===== src/rtl/alu_seq_pkg.sv =====
// -----------------------------------------------------------------------------
// alu_seq_pkg
//
// Shared types and constants for the ALU operation sequencer.
//
//   seq_state_e : sequencer FSM states (IDLE, SETTLE, CAPTURE)
//   SEL_*       : selector encodings choosing which operand/config register
//                 a push-button load writes
//   ALU_W       : ALU data width
//   MODE_W      : ALU mode_select width
//
// Optional feature macro used by the sequencer: ALU_OP_SEQ_CHAIN_EN
// -----------------------------------------------------------------------------
package alu_seq_pkg;

   localparam int ALU_W  = 16;
   localparam int MODE_W = 4;

   // Selector encodings for the four loadable registers.
   localparam logic [1:0] SEL_SRC  = 2'b00;
   localparam logic [1:0] SEL_DST  = 2'b01;
   localparam logic [1:0] SEL_MODE = 2'b10;
   localparam logic [1:0] SEL_CIN  = 2'b11;

   // All four registers written at least once.
   localparam logic [3:0] ALL_LOADED = 4'hF;

   typedef enum logic [1:0] {
      IDLE    = 2'b00,
      SETTLE  = 2'b01,
      CAPTURE = 2'b10
   } seq_state_e;

endpackage : alu_seq_pkg


===== src/rtl/btn_debounce.sv =====
// -----------------------------------------------------------------------------
// btn_debounce
//
// Conditions one raw push-button input:
//   1. SYNC_STAGES-deep flip-flop synchroniser (button is asynchronous to clk)
//   2. debounce: the accepted level only follows the synchronised input after
//      DEBOUNCE_CYCLES consecutive samples that differ from the current level
//   3. rising-edge detect: one-clock pulse when the accepted level goes 0->1
//
// A button held down produces exactly one pulse; a release produces none.
//
// Ports
//   clk    in  1  system clock
//   rst_n  in  1  asynchronous active-low reset
//   raw    in  1  raw button level from the pin
//   pulse  out 1  registered one-clock pulse on accepted press
// -----------------------------------------------------------------------------
module btn_debounce #(
   parameter int DEBOUNCE_CYCLES = 500000,
   parameter int SYNC_STAGES     = 2
) (
   input  logic clk,
   input  logic rst_n,
   input  logic raw,
   output logic pulse
);

   localparam int CNT_W = (DEBOUNCE_CYCLES > 1) ? $clog2(DEBOUNCE_CYCLES + 1) : 1;

   logic [SYNC_STAGES-1:0] sync_q;
   logic                   synced;
   logic                   level;
   logic [CNT_W-1:0]       cnt;

   assign synced = sync_q[SYNC_STAGES-1];

   // NOTE: all state here is updated with non-blocking assignments so every
   // flop samples the pre-edge value of its neighbours; blocking assignments
   // would collapse the synchroniser chain into a single stage.
   always_ff @(posedge clk or negedge rst_n) begin
      if (!rst_n) begin
         sync_q <= '0;
         level  <= 1'b0;
         cnt    <= '0;
         pulse  <= 1'b0;
      end else begin
         sync_q <= {sync_q[SYNC_STAGES-2:0], raw};
         pulse  <= 1'b0;

         if (synced == level) begin
            // Input agrees with the accepted level: any bounce run is over.
            cnt <= '0;
         end else if (cnt == CNT_W'(DEBOUNCE_CYCLES - 1)) begin
            // This is the DEBOUNCE_CYCLES-th consecutive differing sample.
            level <= synced;
            cnt   <= '0;
            pulse <= synced;
         end else begin
            cnt <= cnt + 1'b1;
         end
      end
   end

endmodule : btn_debounce


===== src/rtl/alu_op_sequencer.sv =====
// -----------------------------------------------------------------------------
// alu_op_sequencer
//
// Clocked controller that drives a combinational 16-bit ALU from board
// switches and two push buttons. The push button loads the switch value into
// the register picked by selector (SRC, DST, mode, carry-in); the start button
// runs an operation once all four registers have been loaded: the ALU inputs
// are held for SETTLE_CYCLES clocks, then result and carry are captured.
//
// Configuration macro: ALU_OP_SEQ_CHAIN_EN
//   defined     : CAPTURE also copies alu_cout into the carry-in register so
//                 consecutive starts chain multi-precision add/sub; a push with
//                 selector 11 still overrides it.
//   not defined : carry-in only changes on selector 11 pushes.
//
// Ports
//   clk           in   1   system clock
//   rst_n         in   1   asynchronous active-low reset
//   switches      in   16  operand / config value
//   selector      in   2   00 SRC, 01 DST, 10 mode (switches[3:0]),
//                          11 carry-in (switches[0])
//   push_button   in   1   raw button: load switches into selected register
//   start_button  in   1   raw button: run ALU and capture result
//   alu_a         out  16  to ALU a (SRC register)
//   alu_b         out  16  to ALU b (DST register)
//   alu_mode      out  4   to ALU mode_select
//   alu_cin       out  1   to ALU carry_in
//   alu_result    in   16  from ALU result
//   alu_cout      in   1   from ALU carry_out
//   result        out  16  captured result
//   carry_out     out  1   captured carry
//   result_valid  out  1   result/carry_out hold a completed operation
//   busy          out  1   operation in progress
//   loaded        out  4   bit i set once register for selector i written
//   start_err     out  1   sticky: start requested before all registers loaded
// -----------------------------------------------------------------------------
module alu_op_sequencer
   import alu_seq_pkg::*;
#(
   parameter int DEBOUNCE_CYCLES = 500000,
   parameter int SYNC_STAGES     = 2,
   parameter int SETTLE_CYCLES   = 1
) (
   input  logic              clk,
   input  logic              rst_n,
   input  logic [ALU_W-1:0]  switches,
   input  logic [1:0]        selector,
   input  logic              push_button,
   input  logic              start_button,
   output logic [ALU_W-1:0]  alu_a,
   output logic [ALU_W-1:0]  alu_b,
   output logic [MODE_W-1:0] alu_mode,
   output logic              alu_cin,
   input  logic [ALU_W-1:0]  alu_result,
   input  logic              alu_cout,
   output logic [ALU_W-1:0]  result,
   output logic              carry_out,
   output logic              result_valid,
   output logic              busy,
   output logic [3:0]        loaded,
   output logic              start_err
);

   localparam int SETTLE_W = (SETTLE_CYCLES > 1) ? $clog2(SETTLE_CYCLES) : 1;

   logic push_pulse;
   logic start_pulse;

   seq_state_e          state;
   logic [SETTLE_W-1:0] settle_cnt;

   logic [ALU_W-1:0]  src_q;
   logic [ALU_W-1:0]  dst_q;
   logic [MODE_W-1:0] mode_q;
   logic              cin_q;

   // ---------------------------------------------------------------------------
   // Button conditioning
   // ---------------------------------------------------------------------------
   btn_debounce #(
      .DEBOUNCE_CYCLES (DEBOUNCE_CYCLES),
      .SYNC_STAGES     (SYNC_STAGES)
   ) u_push_db (
      .clk   (clk),
      .rst_n (rst_n),
      .raw   (push_button),
      .pulse (push_pulse)
   );

   btn_debounce #(
      .DEBOUNCE_CYCLES (DEBOUNCE_CYCLES),
      .SYNC_STAGES     (SYNC_STAGES)
   ) u_start_db (
      .clk   (clk),
      .rst_n (rst_n),
      .raw   (start_button),
      .pulse (start_pulse)
   );

   // The ALU sees the registers directly. Registers only change in IDLE, so
   // the ALU inputs are stable for the whole SETTLE/CAPTURE window.
   assign alu_a    = src_q;
   assign alu_b    = dst_q;
   assign alu_mode = mode_q;
   assign alu_cin  = cin_q;

   // ---------------------------------------------------------------------------
   // Sequencer FSM with registered outputs
   // ---------------------------------------------------------------------------
   // NOTE: the operand registers are a handful of flops, not a RAM, so they
   // take the asynchronous reset like everything else; that is what makes the
   // ALU inputs read back as 0 straight out of reset.
   always_ff @(posedge clk or negedge rst_n) begin
      if (!rst_n) begin
         state        <= IDLE;
         settle_cnt   <= '0;
         src_q        <= '0;
         dst_q        <= '0;
         mode_q       <= '0;
         cin_q        <= 1'b0;
         result       <= '0;
         carry_out    <= 1'b0;
         result_valid <= 1'b0;
         busy         <= 1'b0;
         loaded       <= '0;
         start_err    <= 1'b0;
      end else begin
         unique case (state)
            IDLE: begin
               // A push takes priority: a start in the same clock is dropped.
               if (push_pulse) begin
                  case (selector)
                     SEL_SRC:  src_q  <= switches;
                     SEL_DST:  dst_q  <= switches;
                     SEL_MODE: mode_q <= switches[MODE_W-1:0];
                     SEL_CIN:  cin_q  <= switches[0];
                  endcase
                  loaded[selector] <= 1'b1;
                  result_valid     <= 1'b0;
                  start_err        <= 1'b0;
               end else if (start_pulse) begin
                  if (loaded == ALL_LOADED) begin
                     state      <= SETTLE;
                     busy       <= 1'b1;
                     settle_cnt <= '0;
                  end else begin
                     start_err <= 1'b1;
                  end
               end
            end

            SETTLE: begin
               // Pulses arriving here are simply ignored (not queued).
               if (settle_cnt == SETTLE_W'(SETTLE_CYCLES - 1)) begin
                  state <= CAPTURE;
               end else begin
                  settle_cnt <= settle_cnt + 1'b1;
               end
            end

            CAPTURE: begin
               result       <= alu_result;
               carry_out    <= alu_cout;
               result_valid <= 1'b1;
               busy         <= 1'b0;
`ifdef ALU_OP_SEQ_CHAIN_EN
               // Feed the carry forward for multi-precision chains.
               cin_q        <= alu_cout;
`endif
               state        <= IDLE;
            end

            default: begin
               state <= IDLE;
               busy  <= 1'b0;
            end
         endcase
      end
   end

endmodule : alu_op_sequencer


===== config.mk =====
export PLATFORM = sky130hd
export DESIGN_NAME = alu_op_sequencer
export DESIGN_NICKNAME = d
export VERILOG_FILES = /design/src/rtl/alu_seq_pkg.sv /design/src/rtl/btn_debounce.sv /design/src/rtl/alu_op_sequencer.sv
export SDC_FILE = /design/constraint.sdc
export NUM_CORES = 1
export LEC_CHECK = 0
export CORE_ASPECT_RATIO = 1.25
export CORE_MARGIN = 5
export CORE_UTILIZATION = 50
export CTS_CLUSTER_DIAMETER = 150
export DETAILED_ROUTE_END_ITERATION = 16
export PLACE_DENSITY = 0.79
export SLEW_MARGIN = 0
export SYNTH_ARGS = -nofsm -noshare
export SYNTH_HDL_FRONTEND = slang
export SYNTH_SLANG_ARGS = --single-unit

===== constraint.sdc =====
create_clock -name clk -period 2.7 [get_ports clk]
set_input_delay 0.54 -clock clk [delete_from_list [all_inputs] [get_ports clk]]
set_output_delay 0.54 -clock clk [all_outputs]
set_load 0.005 [all_outputs]

---- Word level (Yosys, flattened, before mapping) ----
Cells that the tools add are included.
operators by class
  order comparisons ....................... 2
  bitwise gates (word level) .............. 4
  add/subtract/negate cells ............... 3
  equal/unequal tests ..................... 16
  reductions and logical operators ........ 18
  mux-type cells .......................... 29
operator list
  operator               count
  $mux 19                4
  $add 19x1->19 const B  2
  $eq 19x19->1 const B   2
  $mux 1                 16
  $reduce_and 3->1       5
  $reduce_and 4->1       3
  $mux 2                 4
  $reduce_and 2->1       4
  $eq 2x2->1 const B     3
  $ne 2x1->1 const B     3
  $ne 2x2->1 const B     3
  $pmux 1 s2             3
  $reduce_bool 2->1      3
  $eq 2x1->1 const B     2
  $eq 4x4->1 const B     1
  $logic_not 2->1        2
  $or 4x4->4             1
  $pmux 2 s2             1
  $lt 2x3->1 const B     1
  $not 1->1              3
  $demux 1 s2            1
  $eq 1x1->1             2
  $ge 2x1->1 const B     1
  $add 1x1->1 const B    1
  $logic_and 1x1->1      1
storage, ports and cells
  word-level logic and storage cells ...... 92
  output and inout bits ................... 61
  flip-flop bits (word level) ............. 110
  bits of input ports ..................... 39

---- Logic depth before layout (Yosys ltp) ----
Gate-level depths: netlist of the first run.
  word-level depth ........................ 5
  mapped depth ............................ 6
  mapped depth without buffers ............ 5

---- By module ----
From an unflattened synthesis of the first run, not the netlist that was laid out.
second synthesis, totals
  cells, all modules ...................... 361
  area total of the unflattened synthesis .. 4724.5 µm²
modules (own cells, without submodules)
  module                      instances  area each (µm²)  cells each  sequential area each (µm²)
  alu_op_sequencer            1          2461.1           145         1576.5
  btn_debounce at u_push_db   1          1144.8           106         575.6
  btn_debounce at u_start_db  1          1118.6           110         575.6

---- Worst setup path after synthesis of the first run ----
Ideal clock, no wire load.
  path kind ............................... reg2reg
  start ................................... register u_push_db.cnt[0]
  end ..................................... register u_push_db.level
  slack ................................... 830 ps
  required time ........................... 2575 ps
  library setup time ...................... 125 ps
  path buffers ............................ 0
  stages on the path, launching flop included .. 5
  period minus slack after synthesis ...... 1870 ps
  data arrival time ....................... 1745 ps
  cell sequence ........................... dfrtp_1 > ha_1 > nand4_1 > or4_4 > mux2_4
on the way
  word-level cells in the longest chain between the ends .. 2
ends and longest elaborated chain
  what                               line                RTL
  from (decl)                        btn_debounce.sv:33  logic [CNT_W-1:0] cnt;
  from (signal assigned)             btn_debounce.sv:59  cnt <= cnt + 1'b1;
  $eq 19x19->1                       btn_debounce.sv:53  end else if (cnt == CNT_W'(DEBOUNCE_CYCLES - 1)) begin
  $reduce_and 2->1 (no source line)  -
  to (signal assigned)               btn_debounce.sv:55  level <= synced;
  to (decl)                          btn_debounce.sv:32  logic level;
Every way passes these cells.
A chain may end at the register's enable or synchronous reset.

---- Worst setup path after layout of the first run ----
Same ends and word-level chain as after synthesis.

==> qor.csv, run 1 <==
metric,value,unit
drt pass-1 iters,4,
Slew headroom,53.6,%
"Warnings, synthesis",0,
syn_nets,395,
Finished Cell Area,6000,µm²
crit start category,flop,
max layer used,met4,
clock slew at reported path FFs,0.07,ns
number of diodes,0,
Avg WL per Cell,15.9,µm
"Top FF cell, synth",dfrtp_1,
Mapped Avg Cell Area,12.8,µm²
clock buffer count from CTS,9,
gr usage total,17.9,%
cell taking the most area after synthesis,dfrtp_1,
gr ovfl total,0,
chip height,117,µm
# hold bufs at CTS,0,
TNS Setup,0,ns
synth top area cells,"dfrtp_1 60%, mux2_2 14%, xnor2_1 4.8%, nor2_1 3.3%, nand3_1 1.7%",
vias per inst,5.28,
final setup violation count,0,
filler cell count in the final layout,676,
Lkg Pwr,0.00261,µW
sequential cell area fraction in the yosys report,60.0,%
Async SR Flop Fraction,100,%
Post-Syn Instances,354,
Least-Margin Pin Slew,0.694,ns
largest fanout on the critical path,9,
post-CTS setup buffer count,0,
peak supply drop,0.311,mV
1st-iter DRT viols,110,
die area,11100,µm²
Post-synth top cells,"109 x dfrtp_1, 55 x mux2_2, 40 x nor2_1",
reg-to-reg startpoint,u_push_db.cnt[0],
Crit Path Category,flop to flop,
DP Area,5710,µm²
I/O Buffers,99,
Synth cell types,46,
synthesis-stage register bit count,109,
Post-synth EDFFs,0,
Setup Skew,0.00757,ns
Area Overhead vs Synth,32.0,%
final hold violation count,0,
WP data arrival,2.30,ns
most common cell in the netlist,dfrtp_1,
Clock Path Buffers,2,
Die X-Extent,95.3,µm
initial antenna violation count,0,
clock sink count,109,
CTS resizes,0,
Critical Path RT,2.92,ns
min Tclk post-route,2.08,ns
layout net count,505,
Worst R2R Path Depth,4,
Tcrit/Tclk final,76.9,%
WL met3,474,µm
met1 WL,3.71,mm
Starting Density,50.4,%
Max Freq,481,MHz
largest net degree at the start of global routing,52,
Top Ports,100,
Crit. End Element,flop,
first-pass GRT wire length,15.7,mm
crit path launch,u_push_db.cnt[0],
R2R Setup Slk,0.62,ns
row cnt,39,
Min Hold Slack,0.228,ns
CTS root buffer,clkbuf_16,
unrepaired setup endpoints after global routing,no,
final core utilization,66.5,%
worst skew pair latency,0.34,ns
end of the worst register-to-register path,u_push_db.level,
CTS tree,built,
status,completed,
post-route ant nets,0,
Mapped Area,4550,µm²
vias in the first global route,3266,
PwrDens,534,nW/µm²
maxcap violations,0,
final wirelength,9.32,mm
share of layout cells above drive strength 1,19.6,%
vias,3105,
met2 wire length,4.95,mm
Final Max Slew Viols,0,
htree depth,3,
core area,9030,µm²
gp weighted congestion,0.844,
DRC,0,
DP HPWL,6.91,mm
Synth top area share,60.0,%
Min-Delay Path Class,input pin to async pin,
routing by layer:
| metal | up-vias | track usage (%) |
|---|---|---|
| met5 | - | 0 |
| met4 | 0 | 6.64 |
| met3 | 16 | 3.35 |
| met2 | 78 | 31.8 |
| met1 | 1539 | 21.3 |
| li1 | 1472 | - |
metrics by stage:
| stage | worst slack, ns | total power (µW) | std cells |
|---|---|---|---|
| after CTS | 0.633 | 3230 | 588 |
| final | 0.623 | 3210 | 588 |
| after global routing | 0.458 | 3320 | 588 |
| after detailed placement | 0.630 | 1920 | 576 |
| after floorplan | 0.830 | 1760 | 354 |
| after global placement | 0.669 | 1910 | 576 |
registers in the layout, indices dropped and copies added (netlist names), 2 cells and up:
register / count
alu_a: 16
result: 16
u_start_db.sync_q: 2
u_start_db.cnt: 19
alu_b: 16
u_push_db.sync_q: 2
state: 2
alu_mode: 4
loaded: 4
u_push_db.cnt: 19
kinds of logic (layout without fill, tap and decap cells):
kind of cell    Yosys count  in the layout  share of synthesized area (%)
mux                      56             56                           14.0
flops                   109            109                           60.0
xor+xnor                 30             30                           5.78
simple gates            124            124                           15.3
buf+inv                  15            126                           1.57
fa+ha+maj                 2              2                          0.550
compound gates           18             18                           2.81
power by group:
| part | switching, µW | internal, µW | total (µW) |
|---|---|---|---|
| Sequential | 21.6 | 1670 | 1690 |
| Combinational | 78.8 | 118 | 196 |
| Clock | 532 | 790 | 1320 |
| Total | 632 | 2570 | 3210 |
cell type report:
| cell class | instances | area, µm² | share of cell area, % |
|---|---|---|---|
| flip-flops and latches | 109 | 2730 | 45.4 |
| multi-input cells | 230 | 1750 | 29.1 |
| repair buffers | 106 | 1050 | 17.6 |
| clock buffers | 9 | 225 | 3.75 |
| well taps | 123 | 154 | 2.56 |
| clock inverters | 3 | 65.1 | 1.08 |
| inverters | 8 | 30.0 | 0.500 |
placed cells by master, fill, tap and decap left out, drive strengths merged, types with 9 or more instances in the layout:
cell,n
clkbuf,9
nor4,11
nand3,16
dfrtp,109
clkdlybuf4s50,98
mux2,56
nor2,40
nand4,13
xnor2,25
critical path: stages, from the launching register on:
cell and delay [ns]:
dfrtp_1 0.40, ha_1 0.22, nand4_1 0.38, or4_4 0.64, mux2_4 0.32
worst max path at each step:
stage                          to  slack (ns)  cells past startpoint
2_1_floorplan     u_push_db.level        0.83                      4
3_3_place_gp            alu_b[14]        0.67                      4
3_5_place_dp            alu_b[14]        0.63                      4
4_1_cts           u_push_db.level        0.63                      4
5_1_grt        u_start_db.cnt[15]        0.46                      5
6_report          u_push_db.level        0.62                      4
No activity file was read; power rests on OpenSTA's default activity.
==> run 2: changes to the inputs <==
CORE_UTILIZATION = 45   (was 50)
PLACE_DENSITY = 0.75   (was 0.79)
clock period = 1.9 ns   (was 2.7 ns; I/O delays follow)
==> qor.csv, run 2 (synthesized netlist as in run 1, its figures left out) <==
metric,value,unit,change
min Tclk post-route,1.85,ns,-0.223 ns
vias,3211,,+3.4%
final worst slack,0.0459,ns,-0.577 ns
Finished Cell Area,6230,µm²,+3.9%
Critical Path RT,2.13,ns,-0.79 ns
layout net count,526,,+4.2%
most frequent cells in the layout,"109 x dfrtp_1, 98 x clkdlybuf4s50_1, 55 x mux2_2",,
Largest regs,"u_push_db.cnt x19, u_start_db.cnt x19",,
slowest CP cell,dfrtp_1,,
final setup violation count,0,,unchanged
die area,12200,µm²,+10%
crit start category,flop,,
DP Area,5880,µm²,+2.9%
CTS tree,built,,
Lkg Pwr,0.00273,µW,+4.5%
vias in the first global route,3333,,+2.1%
gr usage total,16.6,%,-1.2 points
vias per inst,5.19,,-1.8%
Inst Count DP,600,,+4.2%
clock sink count,109,,unchanged
Avg WL per Cell,15.7,µm,-0.67%
status,completed,,
PwrDens,736,nW/µm²,+38%
Least-Margin Pin Slew,0.394,ns,-0.300 ns
Crit. End Element,flop,,
clock buffer count from CTS,9,,unchanged
chip height,122,µm,+4.9%
number of diodes,0,,unchanged
Tcrit/Tclk final,97.6,%,+21 points
peak supply drop,0.391,mV,+26%
gr ovfl total,0,,unchanged
"Cell Count, Final, Fillers Out",619,,+5.3%
family with the most delay on the worst path,simple AND/OR/NAND/NOR gates,,
WP data arrival,2.08,ns,-0.22 ns
gp weighted congestion,0.833,,-1.2%
core area,10000,µm²,+11%
Crit Path Category,flop to flop,,
Final Max Slew Viols,0,,unchanged
largest net degree at the start of global routing,58,,+12%
Slew headroom,73.4,%,+20 points
Clock Path Buffers,2,,unchanged
Top Ports,100,,unchanged
first-pass GRT wire length,16.4,mm,+4.3%
Area Overhead vs Synth,37.2,%,
maxcap violations,0,,unchanged
Setup Skew,0.00916,ns,+0.00159 ns
DP HPWL,6.97,mm,+0.94%
1st-iter DRT viols,112,,+1.8%
Die X-Extent,99.9,µm,+4.8%
drt pass-1 iters,4,,unchanged
"most common cell after layout, fill and taps aside",dfrtp_1,,
clock slew at reported path FFs,0.08,ns,about the same
I/O Buffers,99,,unchanged
largest fanout on the critical path,5,,-4
CTS root buffer,clkbuf_16,,
final wirelength,9.75,mm,+4.6%
share of layout cells above drive strength 1,24.1,%,+4.5 points
"slowest stage delay, CP",0.40,ns,-0.24 ns
htree depth,3,,unchanged
post-route ant nets,0,,unchanged
filler cell count in the final layout,771,,+14%
worst skew pair latency,0.34,ns,about the same
initial antenna violation count,0,,unchanged
critical-path cell list,ha_2 > nand4_1 > buf_6 > buf_4 > nor4_1 > xnor2_1 > nor2_1,,
Max Freq,539,MHz,+12%
DRC,0,,unchanged
unrepaired setup endpoints after global routing,yes,,
Min-Delay Path Class,flop to flop,,
WP buf/inv,2,,+2
final hold violation count,0,,unchanged
row cnt,41,,+5.1%
post-place setup slack,0.0335,ns,-0.597 ns
Starting Density,45.4,%,-4.9 points
==> run 2: cell types whose count changed in the layout (fill, tap and decap cells not counted), sizes merged <==
cell,previous run,this run
dlygate4sd3,0,1
clkinv,1,3
bufinv,2,1
buf,8,28
inv,8,10
clkinvlp,0,1
==> run 2: worst paths after layout <==
| path | start | to | slack, ns | cells after the start |
|---|---|---|---|---|
| min reg2reg | u_start_db.sync_q[0] | u_start_db.sync_q[1] | 0.36 | 0 |
| min | u_start_db.sync_q[0] | u_start_db.sync_q[1] | 0.36 | 0 |
| max | u_push_db.cnt[0] | u_push_db.cnt[16] | 0.05 | 7 |
| max reg2reg | u_push_db.cnt[0] | u_push_db.cnt[16] | 0.05 | 7 |
| max in group asynchronous | rst_n | u_start_db.pulse | 0.76 | 3 |
| min in group asynchronous | rst_n | alu_b[0] | 0.51 | 2 |
==> run 2: layout make-up <==
cell class	count	area, µm²	share of cell area [%]
clock buffers	9	225	3.61
clock inverters	7	82.6	1.32
inverters	8	30.0	0.482
flip-flops and latches	109	2730	43.7
repair buffers	127	1240	19.9
multi-input cells	230	1770	28.3
well taps	129	161	2.59
==> run 2: repair_timing <==
item / 4_1_cts / 5_1_grt
resized for setup: 0 / 5
setup buffers: 1 / 1
hold endpoints to repair: 28 / 0
endpoints found under the setup margin: 1 / 19
pin swaps: 1 / 3
hold buffers: 1 / 0
==> run 2: power breakdown <==
| part | leakage [µW] | internal (µW) | switching, µW |
|---|---|---|---|
| sequential | 0.00149 | 2370 | 32.6 |
| combinational | 0.00109 | 172 | 114 |
| clock | 0.000149 | 1040 | 863 |
==> run 2: worst register-to-register path, delay by kind of cell, from the launching register on <==
kind          cells  cell delay, ns
fa+ha+maj         1            0.22
flops             1            0.40
simple gates      3            0.62
xor+xnor          1            0.17
buf+inv           2            0.32
==> run 2: through the flow <==
stage	setup TNS, ns	hold slack [ns]	utilization, %	power, µW
floorplan	0	0.0844	-	2500
detailed placement	0	0.339	58.8	2730
CTS	0	0.364	62.0	4630
global placement	0	0.335	58.8	2720
global route	-0.0777	0.369	62.3	4750
finish	0	0.358	62.3	4590
==> run 2: per-layer routing <==
metal  wire length [µm]  GRT usage [%]  part of all wire, %
met5                  0              0                    0
met4                116           5.47                  1.2
met3                513           2.90                  5.3
met2               5020           29.0                   51
met1               4100           20.9                   42
==> run 3: changes to the inputs <==
==> constraint.sdc (replaced) <==
create_clock -name clk -period 1.9 [get_ports clk]
set_input_delay 0.475 -clock clk [delete_from_list [all_inputs] [get_ports clk]]
set_output_delay 0.475 -clock clk [all_outputs]
set_load 0.005 [all_outputs]
==> qor.csv, run 3 (synthesized netlist as in run 1, its figures left out) <==
metric,value,unit,change
status,completed,,
Clock Path Buffers,2,,unchanged
PwrDens,731,nW/µm²,-0.64%
net switching power,961,µW,-4.8%
final setup violation count,0,,unchanged
Tcrit/Tclk final,96.0,%,-1.6 points
Setup Skew,0.00591,ns,-0.00325 ns
Max Freq,548,MHz,+1.6%
core area,10000,µm²,unchanged
Top Ports,100,,unchanged
Slew headroom,62.5,%,-11 points
row cnt,41,,unchanged
Lkg Pwr,0.00271,µW,-0.62%
layout net count,524,,-0.38%
clock buffer count from CTS,9,,unchanged
gr usage total,16.3,%,-0.30 points
WP data arrival,2.05,ns,-0.03 ns
DRC,0,,unchanged
Area Overhead vs Synth,36.1,%,
vias per inst,5.19,,about the same
clock sink count,109,,unchanged
min Tclk post-route,1.82,ns,-0.0301 ns
clock slew at reported path FFs,0.07,ns,about the same
clock group share of total power,40.8,%,-0.7 points
Min-Delay Path Class,input pin to async pin,,
TNS Setup,0,ns,unchanged
largest fanout on the critical path,3,,-2
number of diodes,0,,unchanged
gr ovfl total,0,,unchanged
largest net degree at the start of global routing,110,,+90%
1st-iter DRT viols,95,,-15%
"slowest stage delay, CP",0.59,ns,+0.19 ns
switch share,21.2,%,-0.75 points
maxcap violations,0,,unchanged
sequential share of power,53.0,%,+0.8 points
chip height,122,µm,unchanged
internal power,3560,µW,-0.45%
final worst slack,0.0759,ns,+0.0301 ns
unrepaired setup endpoints after global routing,no,,
peak supply drop,0.586,mV,+50%
slowest CP cell,or4_4,,
I/O Buffers,99,,unchanged
drt pass-1 iters,4,,unchanged
share of layout cells above drive strength 1,23.6,%,-0.47 points
CTS root buffer,clkbuf_16,,
DP HPWL,6.91,mm,-0.87%
final wirelength,9.50,mm,-2.5%
htree depth,3,,unchanged
Crit. End Element,flop,,
first-pass GRT wire length,16.0,mm,-1.9%
CTS tree,built,,
Critical Path RT,2.13,ns,about the same
Starting Density,45.4,%,unchanged
combinational share of power,6.2,%,about the same
Final Max Slew Viols,0,,unchanged
crit start category,flop,,
# hold bufs at CTS,0,,-1
final core utilization,61.9,%,-0.48 points
die area,12200,µm²,unchanged
gp weighted congestion,0.835,,+0.29%
Min Hold Slack,0.192,ns,-0.166 ns
final hold violation count,0,,unchanged
"most common cell after layout, fill and taps aside",dfrtp_1,,
Die X-Extent,99.9,µm,unchanged
Least-Margin Pin Slew,0.562,ns,+0.168 ns
worst skew pair latency,0.34,ns,about the same
vias in the first global route,3291,,-1.3%
post-place setup slack,0.0193,ns,-0.0142 ns
vias,3198,,-0.40%
most frequent cells in the layout,"109 x dfrtp_1, 98 x clkdlybuf4s50_1, 55 x mux2_2",,
critical-path cell list,nor4_2 > nand4_1 > or4_4 > mux2_4,,
post-route ant nets,0,,unchanged
Largest regs,"u_push_db.cnt x19, u_start_db.cnt x19",,
Crit Path Category,flop to flop,,
initial antenna violation count,0,,unchanged
Avg WL per Cell,15.4,µm,-2.1%
run 3: cell types whose count changed in the layout (fill, tap and decap cells not counted), sizes merged:
cell	change
inv	+1
clkinv	-1
dlygate4sd3	-1
buf	-1
clkinvlp	-1
run 3: worst paths after layout:
kind / from / slack, ns / end / cells past startpoint
max in group asynchronous: rst_n / 1.27 / u_start_db.cnt[8] / 2
hold / removal: rst_n / 0.19 / result[2] / 2
hold reg to reg: u_start_db.sync_q[0] / 0.37 / u_start_db.sync_q[1] / 0
setup / recovery: u_push_db.cnt[14] / 0.08 / u_push_db.level / 4
min in group clk: u_start_db.sync_q[0] / 0.37 / u_start_db.sync_q[1] / 0
setup reg to reg: u_push_db.cnt[14] / 0.08 / u_push_db.level / 4
run 3: area by class of cell:
| cell class | instances | area (µm²) |
|---|---|---|
| fillers | 803 | 3820 |
| flip-flops and latches | 109 | 2730 |
| well taps | 129 | 161 |
| repair buffers | 125 | 1220 |
| multi-input cells | 230 | 1750 |
| clock inverters | 6 | 70.1 |
| clock buffers | 9 | 225 |
| inverters | 8 | 30.0 |
run 3: stage by stage:
step / area (µm²) / std cells / total power [µW]
after floorplan: 4550 / 354 / 2500
after global placement: 5890 / 601 / 2720
after detailed placement: 5890 / 601 / 2730
after CTS: 6180 / 616 / 4580
after global routing: 6190 / 616 / 4690
final: 6190 / 616 / 4530
run 3: layer usage:
metal  up-vias  track usage (%)  part of all wire [%]
met5         -                0                     0
met4         0             5.29                   1.3
met3         9             4.04                   5.7
met2        89             28.0                    51
met1      1586             20.2                    42
li1       1514                -                     -
run 3: worst max-delay path: cells and delay by family, from the launching register on:
family	cells	cell delay, ns
flops	1	0.39
mux	1	0.31
simple gates	3	1.01
run 3: power by group through the flow:
| stage | logic [µW] | registers (µW) | clock network, µW |
|---|---|---|---|
| 3_5_place_dp | 286 | 2440 | 0 |
| 2_1_floorplan | 59.2 | 2440 | 0 |
| 3_3_place_gp | 280 | 2440 | 0 |
| 5_1_grt | 310 | 2400 | 1980 |
| 4_1_cts | 288 | 2400 | 1890 |
| 6_report | 281 | 2400 | 1840 |
run 3: what timing repair did:
| action | 4_1_cts | 5_1_grt |
|---|---|---|
| resized for setup | 0 | 2 |
| buffers inserted | 0 | 0 |
| endpoints found under the setup margin | 0 | 2 |
